[src/rtl/dp_sequencer.sv]
// Issue/sequencing stage for ARM data-processing instructions: condition check,
// operand fetch and shifter, ALU drive, then Rd and NZCV write-back.
module dp_sequencer #(
    parameter int DATA_WIDTH = 32
) (
    input  logic                  clk,
    input  logic                  reset,
    input  logic                  instr_valid,
    output logic                  instr_ready,
    input  logic [31:0]           instr,
    output logic [3:0]            rn_addr,
    output logic [3:0]            rm_addr,
    input  logic [DATA_WIDTH-1:0] rn_data,
    input  logic [DATA_WIDTH-1:0] rm_data,
    output logic                  rd_we,
    output logic [3:0]            rd_addr,
    output logic [DATA_WIDTH-1:0] rd_data,
    output logic                  alu_enable,
    output logic [3:0]            alu_opcode,
    output logic [DATA_WIDTH-1:0] alu_operand1,
    output logic [DATA_WIDTH-1:0] alu_operand2,
    output logic                  alu_carry_in,
    output logic                  alu_flag_update,
    input  logic [DATA_WIDTH-1:0] alu_result,
    input  logic                  alu_n,
    input  logic                  alu_z,
    input  logic                  alu_c,
    input  logic                  alu_v,
    output logic [3:0]            flags_nzcv,
    output logic                  done,
    output logic                  skipped,
    output logic                  illegal
);

    typedef enum logic [1:0] {IDLE, READ, EXEC, WRITE} state_t;

    state_t                state, state_next;
    logic [31:0]           instr_q;
    logic [DATA_WIDTH-1:0] op1_q, op2_q, result_q;
    logic                  shc_q, exec_q, illegal_q;
    logic [3:0]            flags_q;

    logic                  flag_n, flag_z, flag_c, flag_v;
    logic [3:0]            opcode;
    logic                  is_arith, writes_rd, legal, cond_pass;
    logic [4:0]            shamt, lsl_tap;
    logic [DATA_WIDTH-1:0] shift_val, imm_ext;
    logic [2*DATA_WIDTH-1:0] rot_dbl;
    logic                  shift_carry;

    assign {flag_n, flag_z, flag_c, flag_v} = flags_q;
    assign opcode    = instr_q[24:21];
    // Arithmetic/compare opcodes: SUB..RSC (0010-0111) and CMP/CMN (101x)
    assign is_arith  = (opcode[3:2] == 2'b01) || (opcode[3:1] == 3'b001) || (opcode[3:1] == 3'b101);
    assign writes_rd = (opcode[3:2] != 2'b10);
    assign legal     = (instr_q[27:26] == 2'b00) && (instr_q[25] || !instr_q[4]);
    assign shamt     = instr_q[11:7];
    assign lsl_tap   = 5'd0 - shamt;

    always_comb begin
        cond_pass = 1'b0;
        case (instr_q[31:28])
            4'h0: cond_pass = flag_z;
            4'h1: cond_pass = !flag_z;
            4'h2: cond_pass = flag_c;
            4'h3: cond_pass = !flag_c;
            4'h4: cond_pass = flag_n;
            4'h5: cond_pass = !flag_n;
            4'h6: cond_pass = flag_v;
            4'h7: cond_pass = !flag_v;
            4'h8: cond_pass = flag_c && !flag_z;
            4'h9: cond_pass = !flag_c || flag_z;
            4'hA: cond_pass = (flag_n == flag_v);
            4'hB: cond_pass = (flag_n != flag_v);
            4'hC: cond_pass = !flag_z && (flag_n == flag_v);
            4'hD: cond_pass = flag_z || (flag_n != flag_v);
            4'hE: cond_pass = 1'b1;
            default: cond_pass = 1'b0;
        endcase
    end

    // Shifter operand; a zero shift amount encodes the special LSR/ASR #32 and RRX forms
    always_comb begin
        shift_val   = rm_data;
        shift_carry = flag_c;
        imm_ext     = {{(DATA_WIDTH-8){1'b0}}, instr_q[7:0]};
        rot_dbl     = '0;
        if (instr_q[25]) begin
            rot_dbl   = {imm_ext, imm_ext} >> {instr_q[11:8], 1'b0};
            shift_val = rot_dbl[DATA_WIDTH-1:0];
            if (instr_q[11:8] != 4'd0)
                shift_carry = rot_dbl[DATA_WIDTH-1];
        end else begin
            case (instr_q[6:5])
                2'b00: if (shamt != 5'd0) begin
                    shift_val   = rm_data << shamt;
                    shift_carry = rm_data[lsl_tap];
                end
                2'b01: if (shamt == 5'd0) begin
                    shift_val   = '0;
                    shift_carry = rm_data[DATA_WIDTH-1];
                end else begin
                    shift_val   = rm_data >> shamt;
                    shift_carry = rm_data[shamt - 5'd1];
                end
                2'b10: if (shamt == 5'd0) begin
                    shift_val   = {DATA_WIDTH{rm_data[DATA_WIDTH-1]}};
                    shift_carry = rm_data[DATA_WIDTH-1];
                end else begin
                    shift_val   = $signed(rm_data) >>> shamt;
                    shift_carry = rm_data[shamt - 5'd1];
                end
                default: if (shamt == 5'd0) begin
                    shift_val   = {flag_c, rm_data[DATA_WIDTH-1:1]};
                    shift_carry = rm_data[0];
                end else begin
                    rot_dbl     = {rm_data, rm_data} >> shamt;
                    shift_val   = rot_dbl[DATA_WIDTH-1:0];
                    shift_carry = rm_data[shamt - 5'd1];
                end
            endcase
        end
    end

    always_ff @(posedge clk or posedge reset) begin
        if (reset)
            state <= IDLE;
        else
            state <= state_next;
    end

    always_comb begin
        state_next  = state;
        instr_ready = 1'b0;
        rn_addr     = 4'd0;
        rm_addr     = 4'd0;
        alu_enable  = 1'b0;
        rd_we       = 1'b0;
        done        = 1'b0;
        skipped     = 1'b0;
        illegal     = 1'b0;
        case (state)
            IDLE: begin
                instr_ready = !reset;
                if (instr_valid)
                    state_next = READ;
            end
            READ: begin
                rn_addr    = instr_q[19:16];
                rm_addr    = instr_q[3:0];
                state_next = (legal && cond_pass) ? EXEC : WRITE;
            end
            EXEC: begin
                rn_addr    = instr_q[19:16];
                rm_addr    = instr_q[3:0];
                alu_enable = 1'b1;
                state_next = WRITE;
            end
            WRITE: begin
                done       = 1'b1;
                skipped    = !exec_q;
                illegal    = illegal_q;
                rd_we      = exec_q && writes_rd;
                state_next = IDLE;
            end
            default: state_next = IDLE;
        endcase
    end

    // Flags are committed at the end of EXEC so the WRITE cycle already shows them
    always_ff @(posedge clk or posedge reset) begin
        if (reset) begin
            instr_q   <= '0;
            op1_q     <= '0;
            op2_q     <= '0;
            result_q  <= '0;
            shc_q     <= 1'b0;
            exec_q    <= 1'b0;
            illegal_q <= 1'b0;
            flags_q   <= 4'd0;
        end else begin
            case (state)
                IDLE: if (instr_valid) instr_q <= instr;
                READ: begin
                    op1_q     <= rn_data;
                    op2_q     <= shift_val;
                    shc_q     <= shift_carry;
                    exec_q    <= legal && cond_pass;
                    illegal_q <= !legal;
                end
                EXEC: begin
                    result_q <= alu_result;
                    if (instr_q[20])
                        flags_q <= {alu_n, alu_z, alu_c, is_arith ? alu_v : flag_v};
                end
                default: ;
            endcase
        end
    end

    assign rd_addr         = instr_q[15:12];
    assign rd_data         = result_q;
    assign alu_opcode      = opcode;
    assign alu_operand1    = op1_q;
    assign alu_operand2    = op2_q;
    assign alu_carry_in    = is_arith ? flag_c : shc_q;
    assign alu_flag_update = instr_q[20];
    assign flags_nzcv      = flags_q;

endmodule

[config.mk]
export PLATFORM = sky130hd
export DESIGN_NAME = dp_sequencer
export DESIGN_NICKNAME = d
export VERILOG_FILES = /design/src/rtl/dp_sequencer.sv
export SDC_FILE = /design/constraint.sdc
export NUM_CORES = 1
export LEC_CHECK = 0
export BUFFER_PORTS_ARGS = -buffer_cell sky130_fd_sc_hd__clkbuf_2
export CAP_MARGIN = 20
export CORE_ASPECT_RATIO = 1.4
export CORE_MARGIN = 4
export CORE_UTILIZATION = 35
export CTS_BUF_LIST = sky130_fd_sc_hd__clkbuf_8
export CTS_CLUSTER_DIAMETER = 40
export DETAILED_ROUTE_END_ITERATION = 6
export HOLD_SLACK_MARGIN = 0.1
export PLACE_DENSITY = 0.63
export SETUP_SLACK_MARGIN = 0.2
export SYNTH_ARGS = -nofsm -noshare
export SYNTH_HDL_FRONTEND = slang
export SYNTH_SLANG_ARGS = --single-unit
[constraint.sdc]
create_clock -name clk -period 13.9 [get_ports clk]
set_clock_uncertainty 0.15 [all_clocks]
set_input_delay 2.085 -clock clk [delete_from_list [all_inputs] [get_ports clk]]
set_output_delay 2.085 -clock clk [all_outputs]
set_load 0.01 [all_outputs]
Yosys cells after proc, flatten, opt, wreduce, memory -nomap -nowiden
Index checks and enable logic that the tools add are counted.
- register bits after elaboration: 137
- bits of input ports: 135
- output and inout bits: 124
- word-level logic and storage cells: 104
- add/subtract/negate cells: 2
- magnitude comparators: 2
- equal/unequal tests: 26
- shift-type cells: 5
- muxes and demuxes: 29
- reduce and logical (&&, ||, !) cells: 30
- operators by type and width (operator ; count):
    $mux W32 ; 5
    $pmux W32 S3 ; 1
    $shr A64 B5 Y32 ; 1
    $shr A40 B5 Y32 ; 1
    $shl A32 B5 Y32 ; 1
    $shr A32 B5 Y32 ; 1
    $sshr A32 B5 Y32 ; 1
    $eq A4 B4 Y1 const B ; 7
    $eq A4 B3 Y1 const B ; 4
    $mux W1 ; 15
    $pmux W1 S15 ; 1
    $lt A5 B6 Y1 const B ; 2
    $bmux W1 S5 ; 2
    $eq A4 B2 Y1 const B ; 2
    $logic_not A1 Y1 ; 8
    $mux W4 ; 2
    $pmux W2 S4 ; 1
    $eq A2 B1 Y1 const B ; 3
    $eq A2 B2 Y1 const B ; 3
    $logic_not A2 Y1 ; 3
    $logic_and A1 B1 Y1 ; 5
    $logic_not A5 Y1 ; 1
    $logic_or A1 B1 Y1 ; 5
    $reduce_bool A5 Y1 ; 1
    15 further kinds ; 18

Logic depth before layout (Yosys ltp)
Gate-level depths: netlist of the first run.
- depth after elaboration: 6
- gate-level depth with buffers: 17

Worst setup path before layout of the first run
No wires, ideal clock.
- path type: input -> output
- from: in reset
- to: out instr_ready
- arrival: 2263 ps
- slack: 9402 ps
- stages: 1
- buffers on the path: 0
- cell sequence: nor2b_1
- cells in the longest elaborated chain, start to end: 2
- RTL lines (item ; line ; text):
    start: declaration ; 7 ; input logic reset,
    $logic_not A1 Y1 (no line) ; - ;
    $mux W1 ; 142 ; case (state)
    end: declaration ; 9 ; output logic instr_ready,
Every way passes these cells.

Worst setup path in the final report of the first run
- from: reg instr_q[8]
- to: reg op2_q[15], in the netlist alu_operand2[15]
- cells in the longest elaborated chain, start to end: 4
- elaborated cells between the ends (all ways): 13
- RTL lines (item ; line ; text):
    start: declaration ; 38 ; logic [31:0] instr_q;
    start signal: assignment ; 183 ; IDLE: if (instr_valid) instr_q <= instr;
    $shr A64 B5 Y32, or another cell as far along ; 117 ; rot_dbl = {rm_data, rm_data} >> shamt;
    $mux W32 (on tied branches) ; - ;
    $pmux W32 S3 ; 94 ; case (instr_q[6:5])
    $mux W32 (*) ; 88 ; if (instr_q[25]) begin
    end signal: assignment ; 186 ; op2_q <= shift_val;
    end: declaration ; 39 ; logic [DATA_WIDTH-1:0] op1_q, op2_q, result_q;
Every way passes the cells marked *; elsewhere a longest branch is shown, timed or not.
A chain may end at the register's enable or synchronous reset.

==> run summary, run 1 <==
Initial Util: 35.5%
Layout cells sized above 1: 37.3%
DRT iter0 DRCs: 1759
Core area: 36900 um2
Initial antenna violation count: 2
Worst flop-to-flop path startpoint: instr_q[8]
Max cap viols: 0
Area share of the largest cell type after synthesis: 26.2%
Max Slew Vio Count: 0
Number of flops mapped to enable cells by yosys: 0
Reg power frac: 18.8%
DP Worst Slack: 8950 ps
Fin nets: 1671
Filler cells: 3664
Fin Hold WS: 350 ps
Pint: 0.00207 W
Hold wc startpoint: instr_q[16]
Routed wire per std cell: 31.9 um
H-tree depth: 4
Vias in the first global route: 13392
Grt ovf: 0
Critical path launch point type: register
FFs w/ async S/R, synth: 100%
Fin crit period: 4980 ps
Synth Register Bits: 137
Dpl hpwl: 45800 um
IO buf count: 258
Syn Area/Cell: 9.56 um2
Total setup buffers inserted after CTS: 0
Mapped Cells: 1371
Final worst-path cycle share: 35.8%
Drt pass-1 iters: 6
Total power density per cell area: 307 nW/um2
Die Wd: 172 um
Final setup viols: 0
Synth warnings: 0
Hold Fails Final Rpt: 0
Clock latency on the worst-skew pair: 480 ps
Worst-path clk slew: 90 ps
Netlist cell types: 81
Area growth, synth to finish: 13.0%
Comb pwr share: 73.4%
FMAX: 0.201 GHz
Post-synth top flop: dfrtp_1
Drt total wl: 64000 um
Drt drc: 0
HP Class: register to register
NetSw: 0.00249 W
Finished Cell Area: 14800 um2
CP Launch Point: instr_q[8]
IO Pins: 259
Max VDD drop: 170 uV
# clock sinks: 137
Most common cell in the netlist: dfrtp_1
Total GRT Usage: 30.9%
Clock network fraction of total power: 7.8%
Std-Cell Rows: 83
Critical path class: register to register
Post-Syn Nets: 1518
Status: finished, final reports clean
Sw frac: 54.6%
Setup slack after layout: 8920 ps
Placed insts: 1972
TritonCTS clock tree: built
Largest net degree at the start of global routing: 98
Sequential cell area fraction in the yosys report: 26.2%
Biggest area consumer among synthesized cells: dfrtp_1
Required time of the critical path: 14120 ps
Deepest clock path buffer count: 2
Antenna viol nets, final: 0
TNS Setup: 0 ps
RSZ-0062 raised after global routing: false
First-pass GRT wire length: 93000 um
Post-CTS Hold Fix Bufs: 0
Vias: 13510
Synth Cell Area: 13100 um2
Rel. slew slack: 18.9%
Crit path capture type: register
Die height: 237 um
Post-Layout Cell Count: 2004
P_leak: 6.08 nW
Crit path max fanout: 46
RD Place Congestion: 1.12
Worst-margin pin slew: 1200 ps
Worst EP arrival: 5200 ps
CTS Buf Count: 17
Synth area leaders: dfrtp_1 26%, mux4_2 16%, mux2_2 12%
Root buffer cell: clkbuf_8
Placed Area: 14400 um2
Die ar.: 40600 um2
Post-cts resize count: 0
Vias/cell: 6.74
Top cells by count, synth: 137 x dfrtp_1, 135 x mux2_2, 135 x nor2_1
## sequential cells by signal, summed over array words and instances, names as in the netlist
name          cells
illegal_q         1
exec_q            1
state             2
alu_operand2     32
alu_operand1     32
instr_q          32
rd_data          32
flags_nzcv        4
shc_q             1
## path summary, 6_finish.rpt
| path | to | slack [ps] | cells past startpoint |
|---|---|---|---|
| max in group asynchronous | alu_operand1[11] | 10780 | 3 |
| setup / recovery | alu_operand2[15] | 8920 | 12 |
| setup reg to reg | alu_operand2[15] | 8920 | 12 |
| min in group asynchronous | instr_q[24] | 1660 | 2 |
| hold / removal | instr_q[16] | 350 | 1 |
| hold reg to reg | instr_q[16] | 350 | 1 |
## through the flow
step	total power, W	util [%]
after global routing	0.00476	40.1
after CTS	0.00447	40.1
after detailed placement	0.00409	39.0
after floorplan	0.00301	-
after global placement	0.00411	39.0
final	0.00455	40.2
## critical path, cell delays in order (launching register included)
cell and delay [ps]:
dfrtp_4 770, clkinv_1 380, ha_1 320, and2_1 170
ha_1 190, buf_4 300, inv_2 550, nand2_1 350
a21oi_1 750, nand4_1 170, a221oi_1 270, a211oi_1 100
a221o_1 320
## placed cells by master, fill, tap and decap left out, drive strengths merged, types with 4 or more instances in the layout
master / count
a2111oi: 6
a211o: 4
a211oi: 25
a21o: 5
a21oi: 72
a221o: 5
a221oi: 11
a22oi: 10
a2bb2oi: 5
a31oi: 26
and2: 16
buf: 31
clkbuf: 275
clkinv: 9
dfrtp: 137
ha: 12
inv: 26
mux2: 135
mux2i: 50
mux4: 100
nand2: 123
nand2b: 11
nand3: 28
nand4: 6
nor2: 135
nor2b: 14
nor3: 24
o2111ai: 4
o211ai: 21
o21ai: 83
o221a: 6
o221ai: 15
o22a: 7
o22ai: 26
o311ai: 8
o31ai: 5
o32ai: 7
or3: 4
## cell families after synthesis
| group | count (synthesis) | share of synthesized area [%] |
|---|---|---|
| AO/OA/AOI/OAI | 379 | 19.6 |
| AND/OR/NAND/NOR | 373 | 12.5 |
| buffers and inverters | 181 | 7.20 |
| multiplexers | 285 | 33.1 |
| XOR/XNOR | 4 | 0.325 |
| adder cells (fa/ha/maj) | 12 | 1.15 |
| flip-flops | 137 | 26.2 |
## area by class of cell
cell class	instances	area [um2]	area share, %
diodes	1	2.50	0.0169
multi-input cells	1053	8740	59.0
clock buffers	17	234	1.58
repair buffers	289	1520	10.3
inverters	26	103	0.693
clock inverters	14	175	1.18
flip-flops and latches	137	3440	23.3
well taps	467	584	3.95
## routing by layer
| layer | up-vias | GRT usage [%] | part of all wire [%] |
|---|---|---|---|
| li1 | 5557 | - | - |
| met1 | 6553 | 38.0 | 36 |
| met2 | 1149 | 48.1 | 45 |
| met3 | 249 | 9.22 | 12 |
| met4 | 2 | 16.9 | 6.9 |
| met5 | - | 0 | 0.023 |
## power by group through the flow
| stage | Sequential, W | Clock (W) | Combinational (W) |
|---|---|---|---|
| after floorplan | 0.000779 | 0 | 0.00223 |
| after global placement | 0.000853 | 0 | 0.00325 |
| after detailed placement | 0.000859 | 0 | 0.00323 |
| after CTS | 0.000856 | 0.000367 | 0.00324 |
| after global routing | 0.000888 | 0.000381 | 0.00349 |
| final | 0.000855 | 0.000354 | 0.00334 |
No activity file was read; power rests on OpenSTA's default activity.
==> inputs of run 2 (changes only) <==
==> constraint.sdc (replaced) <==
create_clock -name clk -period 4.6 [get_ports clk]
set_clock_uncertainty 0.15 [all_clocks]
set_input_delay 0.69 -clock clk [delete_from_list [all_inputs] [get_ports clk]]
set_output_delay 0.69 -clock clk [all_outputs]
set_load 0.01 [all_outputs]
==> run 2 against run 1 <==
Net effect: clock power grew to 2.8 times the previous value; routed wire length is 2.3% lower; utilization increased by 0.61 points; worst setup slack worse by 8000 ps; first-iteration DRC count is 16% higher; final area grew 1.5%; sequential power rose to 2.7 times the previous value; power rose to 3.0 times the previous value; sequential share of layout area down 0.34 points; critical path depth grew 1; critical endpoint is now alu_operand2[1].
==> run summary, run 2 (same netlist as run 1, synthesis figures left out) <==
Fin util: 40.8% (+0.61 points)
RSZ-0062 raised after global routing: false
# clock sinks: 137 (unchanged)
Reg-to-reg endpoint: alu_operand2[1]
Placed insts: 2000 (+1.4%)
HP Class: input pin to async pin
IO buf count: 258 (unchanged)
Post-CTS Hold Fix Bufs: 0 (unchanged)
Worst EP arrival: 3820 ps (-1380 ps)
Max cap viols: 0 (unchanged)
DRT iter0 DRCs: 2038 (+16%)
Post-cts resize count: 0 (unchanged)
Filler cells: 3686 (+0.60%)
Max VDD drop: 417 uV (+150%)
Setup slack after layout: 944 ps (-7980 ps)
Antenna viol nets, final: 0 (unchanged)
P_leak: 6.20 nW (+2.0%)
Initial antenna violation count: 1 (-1)
Grt ovf: 0 (unchanged)
Die Wd: 172 um (unchanged)
Leading cell type in the layout, fill and taps excluded: clkbuf_2
Drt drc: 0 (unchanged)
Fin nets: 1699 (+1.7%)
Fin crit period: 3660 ps (-1320 ps)
Final setup viols: 0 (unchanged)
Final worst-path cycle share: 79.5% (+44 points)
Required time of the critical path: 4770 ps (-9350 ps)
Root buffer cell: clkbuf_8
Vias: 13665 (+1.1%)
Total GRT Usage: 30.2% (-0.70 points)
Layout cells sized above 1: 38.3% (+1.0 points)
Max Slew Vio Count: 0 (unchanged)
FMAX: 0.274 GHz (+36%)
TritonCTS clock tree: built
Critical path launch point type: register
CP Launch Point: instr_q[7]
Initial Util: 35.5% (unchanged)
Die ar.: 40600 um2 (unchanged)
Std-Cell Rows: 83 (unchanged)
Die height: 237 um (unchanged)
Rel. slew slack: 34.7% (+16 points)
Routed wire per std cell: 30.7 um (-3.7%)
Crit path max fanout: 17 (-63%)
Finished Cell Area: 15000 um2 (+1.5%)
Placed Area: 14700 um2 (+1.8%)
Post-Layout Cell Count: 2034 (+1.5%)
Drt pass-1 iters: 6 (unchanged)
RD Place Congestion: 1.11 (-0.32%)
Vias in the first global route: 13728 (+2.5%)
Worst-margin pin slew: 971 ps (-232 ps)
Area growth, synth to finish: 14.7%
Dpl hpwl: 45700 um (-0.13%)
Clock latency on the worst-skew pair: 470 ps (about the same)
Critical path class: register to register
Crit path to: alu_operand2[1]
Total power density per cell area: 918 nW/um2 (+200%)
Reg-to-reg slack, setup: 940 ps (-7980 ps)
Largest net degree at the start of global routing: 114 (+16%)
Worst-path clk slew: 100 ps (about the same)
TNS Setup: 0 ps (unchanged)
First-pass GRT wire length: 92000 um (-1.1%)
Most frequent cells in the layout: 258 x clkbuf_2, 135 x mux2_2, 135 x nor2_1
Crit path capture type: register
Hold Fails Final Rpt: 0 (unchanged)
Core area: 36900 um2 (unchanged)
DP Worst Slack: 1080 ps (-7870 ps)
H-tree depth: 4 (unchanged)
CTS Buf Count: 17 (unchanged)
IO Pins: 259 (unchanged)
Deepest clock path buffer count: 2 (unchanged)
Total setup buffers inserted after CTS: 0 (unchanged)
Worst Reg-to-Reg Cells: 13 (+1)
Status: finished, final reports clean
Worst flop-to-flop path startpoint: instr_q[7]
Vias/cell: 6.72 (-0.34%)
Drt total wl: 62500 um (-2.3%)
-- run 2: cell types whose count changed in the layout (fill, tap and decap cells not counted), moves of 2 or more --
cell	change
clkinv_4	-2
buf_4	+24
bufinv_16	-2
inv_1	+2
clkinvlp_4	+4
buf_12	+4
-- run 2: how the worst min path moves through the flow --
| stage | slack, ps | end | startpoint | depth (start not counted) |
|---|---|---|---|---|
| after CTS | 190 | instr_q[21] | reset | 3 |
| after detailed placement | 330 | instr_q[17] | instr_q[17] | 1 |
| final | 210 | instr_q[6] | reset | 3 |
| after floorplan | 320 | instr_q[16] | instr_q[16] | 1 |
| after global routing | 240 | flags_nzcv[0] | reset | 3 |
| after global placement | 330 | instr_q[19] | instr_q[19] | 1 |
-- run 2: worst max-delay path, stage by stage, from the launching register on --
cell	delay, ps
dfrtp_4	560
inv_1	90
ha_1	250
and2_1	180
ha_1	270
buf_4	180
inv_2	180
buf_4	280
nand2_1	290
o21ai_0	280
a21oi_1	100
o211ai_1	110
a21oi_1	70
a211oi_1	500
-- run 2: final cells by class --
type,count,area (um2),area share (%)
Clock inverter,14,125,0.833
Timing Repair Buffer,317,1780,11.9
Antenna cell,2,5.00,0.0333
Clock buffer,18,248,1.65
Multi-Input combinational cell,1053,8740,58.1
Tap cell,467,584,3.89
Sequential cell,137,3440,22.9
Inverter,26,101,0.674
-- run 2: per-layer routing --
layer	wire, um	GRT usage, %
met5	0	0
met3	7520	9.10
met4	4630	18.3
met1	22100	36.8
met2	28300	46.5
-- run 2: where the power goes --
group          internal, W  switching, W  total [W]
sequential         0.00182      0.000497    0.00232
clock             0.000443      0.000539   0.000982
combinational      0.00405       0.00645     0.0105
total              0.00632       0.00748     0.0138
-- run 2: per-stage QoR --
| step | total power, W | hold WS (ps) |
|---|---|---|
| after floorplan | 0.00909 | 321 |
| after global placement | 0.0125 | 329 |
| after detailed placement | 0.0125 | 334 |
| after CTS | 0.0135 | 194 |
| after global routing | 0.0145 | 244 |
| final | 0.0138 | 205 |
==> inputs of run 3 (changes only) <==
--- a/config.mk
+++ b/config.mk
@@ -14,7 +14,7 @@
 export CTS_CLUSTER_DIAMETER = 40
 export DETAILED_ROUTE_END_ITERATION = 6
 export HOLD_SLACK_MARGIN = 0.1
-export PLACE_DENSITY = 0.63
+export PLACE_DENSITY = 0.65
 export SETUP_SLACK_MARGIN = 0.2
 export SYNTH_ARGS = -nofsm -noshare
 export SYNTH_HDL_FRONTEND = slang
==> constraint.sdc (replaced) <==
create_clock -name clk -period 3.35 [get_ports clk]
set_clock_uncertainty 0.15 [all_clocks]
set_input_delay 0.5025 -clock clk [delete_from_list [all_inputs] [get_ports clk]]
set_output_delay 0.5025 -clock clk [all_outputs]
set_load 0.01 [all_outputs]
==> run 3 against run 2 <==
Net effect: sequential share of layout area shrank 2.9 points; sequential power grew 37%; critical path depth shrank 4; die area is the same; worst setup slack lost 700 ps; largest cell class unchanged; fmax grew 18%; global-route usage grew 4.8 points; via count grew 7.7%; count of clock-buffer cells in the layout shrank 1; clock power grew 64%; combinational power grew 57%.
==> run summary, run 3 (same netlist as run 1, synthesis figures left out) <==
Status: finished, final reports clean
Worst EP arrival: 3360 ps (-460 ps)
Initial antenna violation count: 0 (-1)
DRT iter0 DRCs: 1996 (-2.1%)
TritonCTS clock tree: built
Filler cells: 3488 (-5.4%)
Vias/cell: 6.55 (-2.6%)
Placed Area: 15600 um2 (+6.5%)
P_leak: 7.29 nW (+18%)
Max VDD drop: 617 uV (+48%)
Drt total wl: 72300 um (+16%)
Finished Cell Area: 17200 um2 (+14%)
FMAX: 0.322 GHz (+18%)
Routed wire per std cell: 32.2 um (+4.7%)
Crit path max fanout: 25 (+8)
IO Pins: 259 (unchanged)
Std-Cell Rows: 83 (unchanged)
Worst flop-to-flop path startpoint: instr_q[8]
Worst-margin pin slew: 995 ps (+24.1 ps)
Max cap viols: 0 (unchanged)
Vias: 14717 (+7.7%)
Max Slew Vio Count: 0 (unchanged)
Leading cell type in the layout, fill and taps excluded: clkbuf_2
First-pass GRT wire length: 104000 um (+14%)
Rel. slew slack: 33.1% (-1.6 points)
Final worst-path cycle share: 92.8% (+13 points)
DP Worst Slack: -63.0 ps (-1140 ps)
Sw frac: 52.8% (-1.4 points)
Fin util: 46.6% (+5.9 points)
Die ar.: 40600 um2 (unchanged)
IO buf count: 258 (unchanged)
FF+latch area: 3440 um2 (unchanged)
Grt ovf: 0 (unchanged)
Hold wc startpoint: alu_result[10]
Clock latency on the worst-skew pair: 490 ps (+20 ps)
Area growth, synth to finish: 31.2%
Drt drc: 0 (unchanged)
Fin Hold WS: 143 ps (-62.2 ps)
CTS Buf Count: 17 (unchanged)
Reg power frac: 14.9% (-1.9 points)
RD Place Congestion: 1.11 (-0.11%)
Drt pass-1 iters: 6 (unchanged)
Deepest clock path buffer count: 2 (unchanged)
CP Launch Point: instr_q[8]
Crit path capture type: register
Layout cells sized above 1: 41.9% (+3.5 points)
Antenna viol nets, final: 0 (unchanged)
Final setup viols: 0 (unchanged)
Largest net degree at the start of global routing: 71 (-38%)
Multi-input gate area: 8850 um2 (+1.3%)
Root buffer cell: clkbuf_8
Initial Util: 35.5% (unchanged)
# clock sinks: 137 (unchanged)
Pint: 0.0100 W (+59%)
Dpl hpwl: 52700 um (+15%)
Critical path class: register to register
Total power density per cell area: 1230 nW/um2 (+34%)
Setup slack after layout: 240 ps (-704 ps)
Vias in the first global route: 15053 (+9.7%)
Hold Fails Final Rpt: 0 (unchanged)
Critical path launch point type: register
RSZ-0062 raised after global routing: true
Comb pwr share: 77.5% (+1.4 points)
Die Wd: 172 um (unchanged)
Fin nets: 1914 (+13%)
Fin crit period: 3110 ps (-546 ps)
Worst-path clk slew: 110 ps (about the same)
HP Class: input pin to register
Required time of the critical path: 3600 ps (-1170 ps)
Most frequent cells in the layout: 258 x clkbuf_2, 166 x buf_4, 135 x mux2_2, 135 x nor2_1, 132 x dfrtp_1
Placed insts: 2117 (+5.9%)
Core area: 36900 um2 (unchanged)
Post-Layout Cell Count: 2248 (+11%)
NetSw: 0.0112 W (+50%)
H-tree depth: 4 (unchanged)
Die height: 237 um (unchanged)
Clock network fraction of total power: 7.6% (+0.5 points)
Total GRT Usage: 35.0% (+4.8 points)
[run 3: cell types whose count changed in the layout (fill, tap and decap cells not counted), moves of 4 or more]
| cell | delta |
|---|---|
| buf_4 | +111 |
| clkinvlp_4 | -4 |
| buf_8 | +4 |
| dlygate4sd3_1 | +93 |
| mux2i_1 | -5 |
[run 3: timing repair]
item	in CTS	in global routing
buffers inserted	0	3
gates cloned	1	1
endpoints found under the setup margin	7	25
endpoints found under the hold margin	229	0
gates resized for setup	8	33
hold buffers	93	0
pin swaps	0	0
[run 3: area by class of cell]
cell class,count,area share (%)
Clock buffer,17,1.36
Tap cell,467,3.40
Antenna cell,1,0.0146
Multi-Input combinational cell,1053,51.5
Timing Repair Buffer,532,21.8
Inverter,26,0.640
Sequential cell,137,20.0
Clock inverter,15,1.24
[run 3: through the flow]
step | total power [W] | TNS, ps
final | 0.0212 | 0
after global routing | 0.0221 | 0
after CTS | 0.0204 | 0
after detailed placement | 0.0185 | -63.0
after global placement | 0.0186 | -79.5
after floorplan | 0.0126 | 0
[run 3: worst max-delay path, cell delays in order (launching register included)]
cell      delay, ps
dfrtp_4         420
buf_4           250
buf_8           270
mux4_1          620
mux2i_1         360
or3_1           170
nand4_1          90
a221oi_1        300
a211oi_1        100
a221o_1         280
[run 3: path summary, 6_finish.rpt]
kind	slack, ps	depth (start not counted)	to
worst min register to register	350	1	instr_q[18]
worst max-delay path	240	9	alu_operand2[15]
max in group asynchronous	2110	4	instr_q[10]
min in group asynchronous	550	4	alu_operand2[26]
worst min-delay path	140	2	rd_data[10]
worst max register to register	240	9	alu_operand2[15]
[run 3: metal layers]
layer / track usage [%] / vias up / wire length (um)
li1: - / 6033 / -
met1: 43.3 / 7153 / 25500
met2: 54.6 / 1222 / 32600
met3: 9.00 / 309 / 8360
met4: 20.8 / 0 / 5840
met5: 0 / - / 0
[run 3: power by group through the flow]
stage	clock network (W)	registers (W)	logic [W]
final	0.00161	0.00317	0.0165
after CTS	0.00165	0.00314	0.0156
after floorplan	0	0.00323	0.00940
after detailed placement	0	0.00316	0.0154
after global placement	0	0.00312	0.0155
after global routing	0.00171	0.00327	0.0171
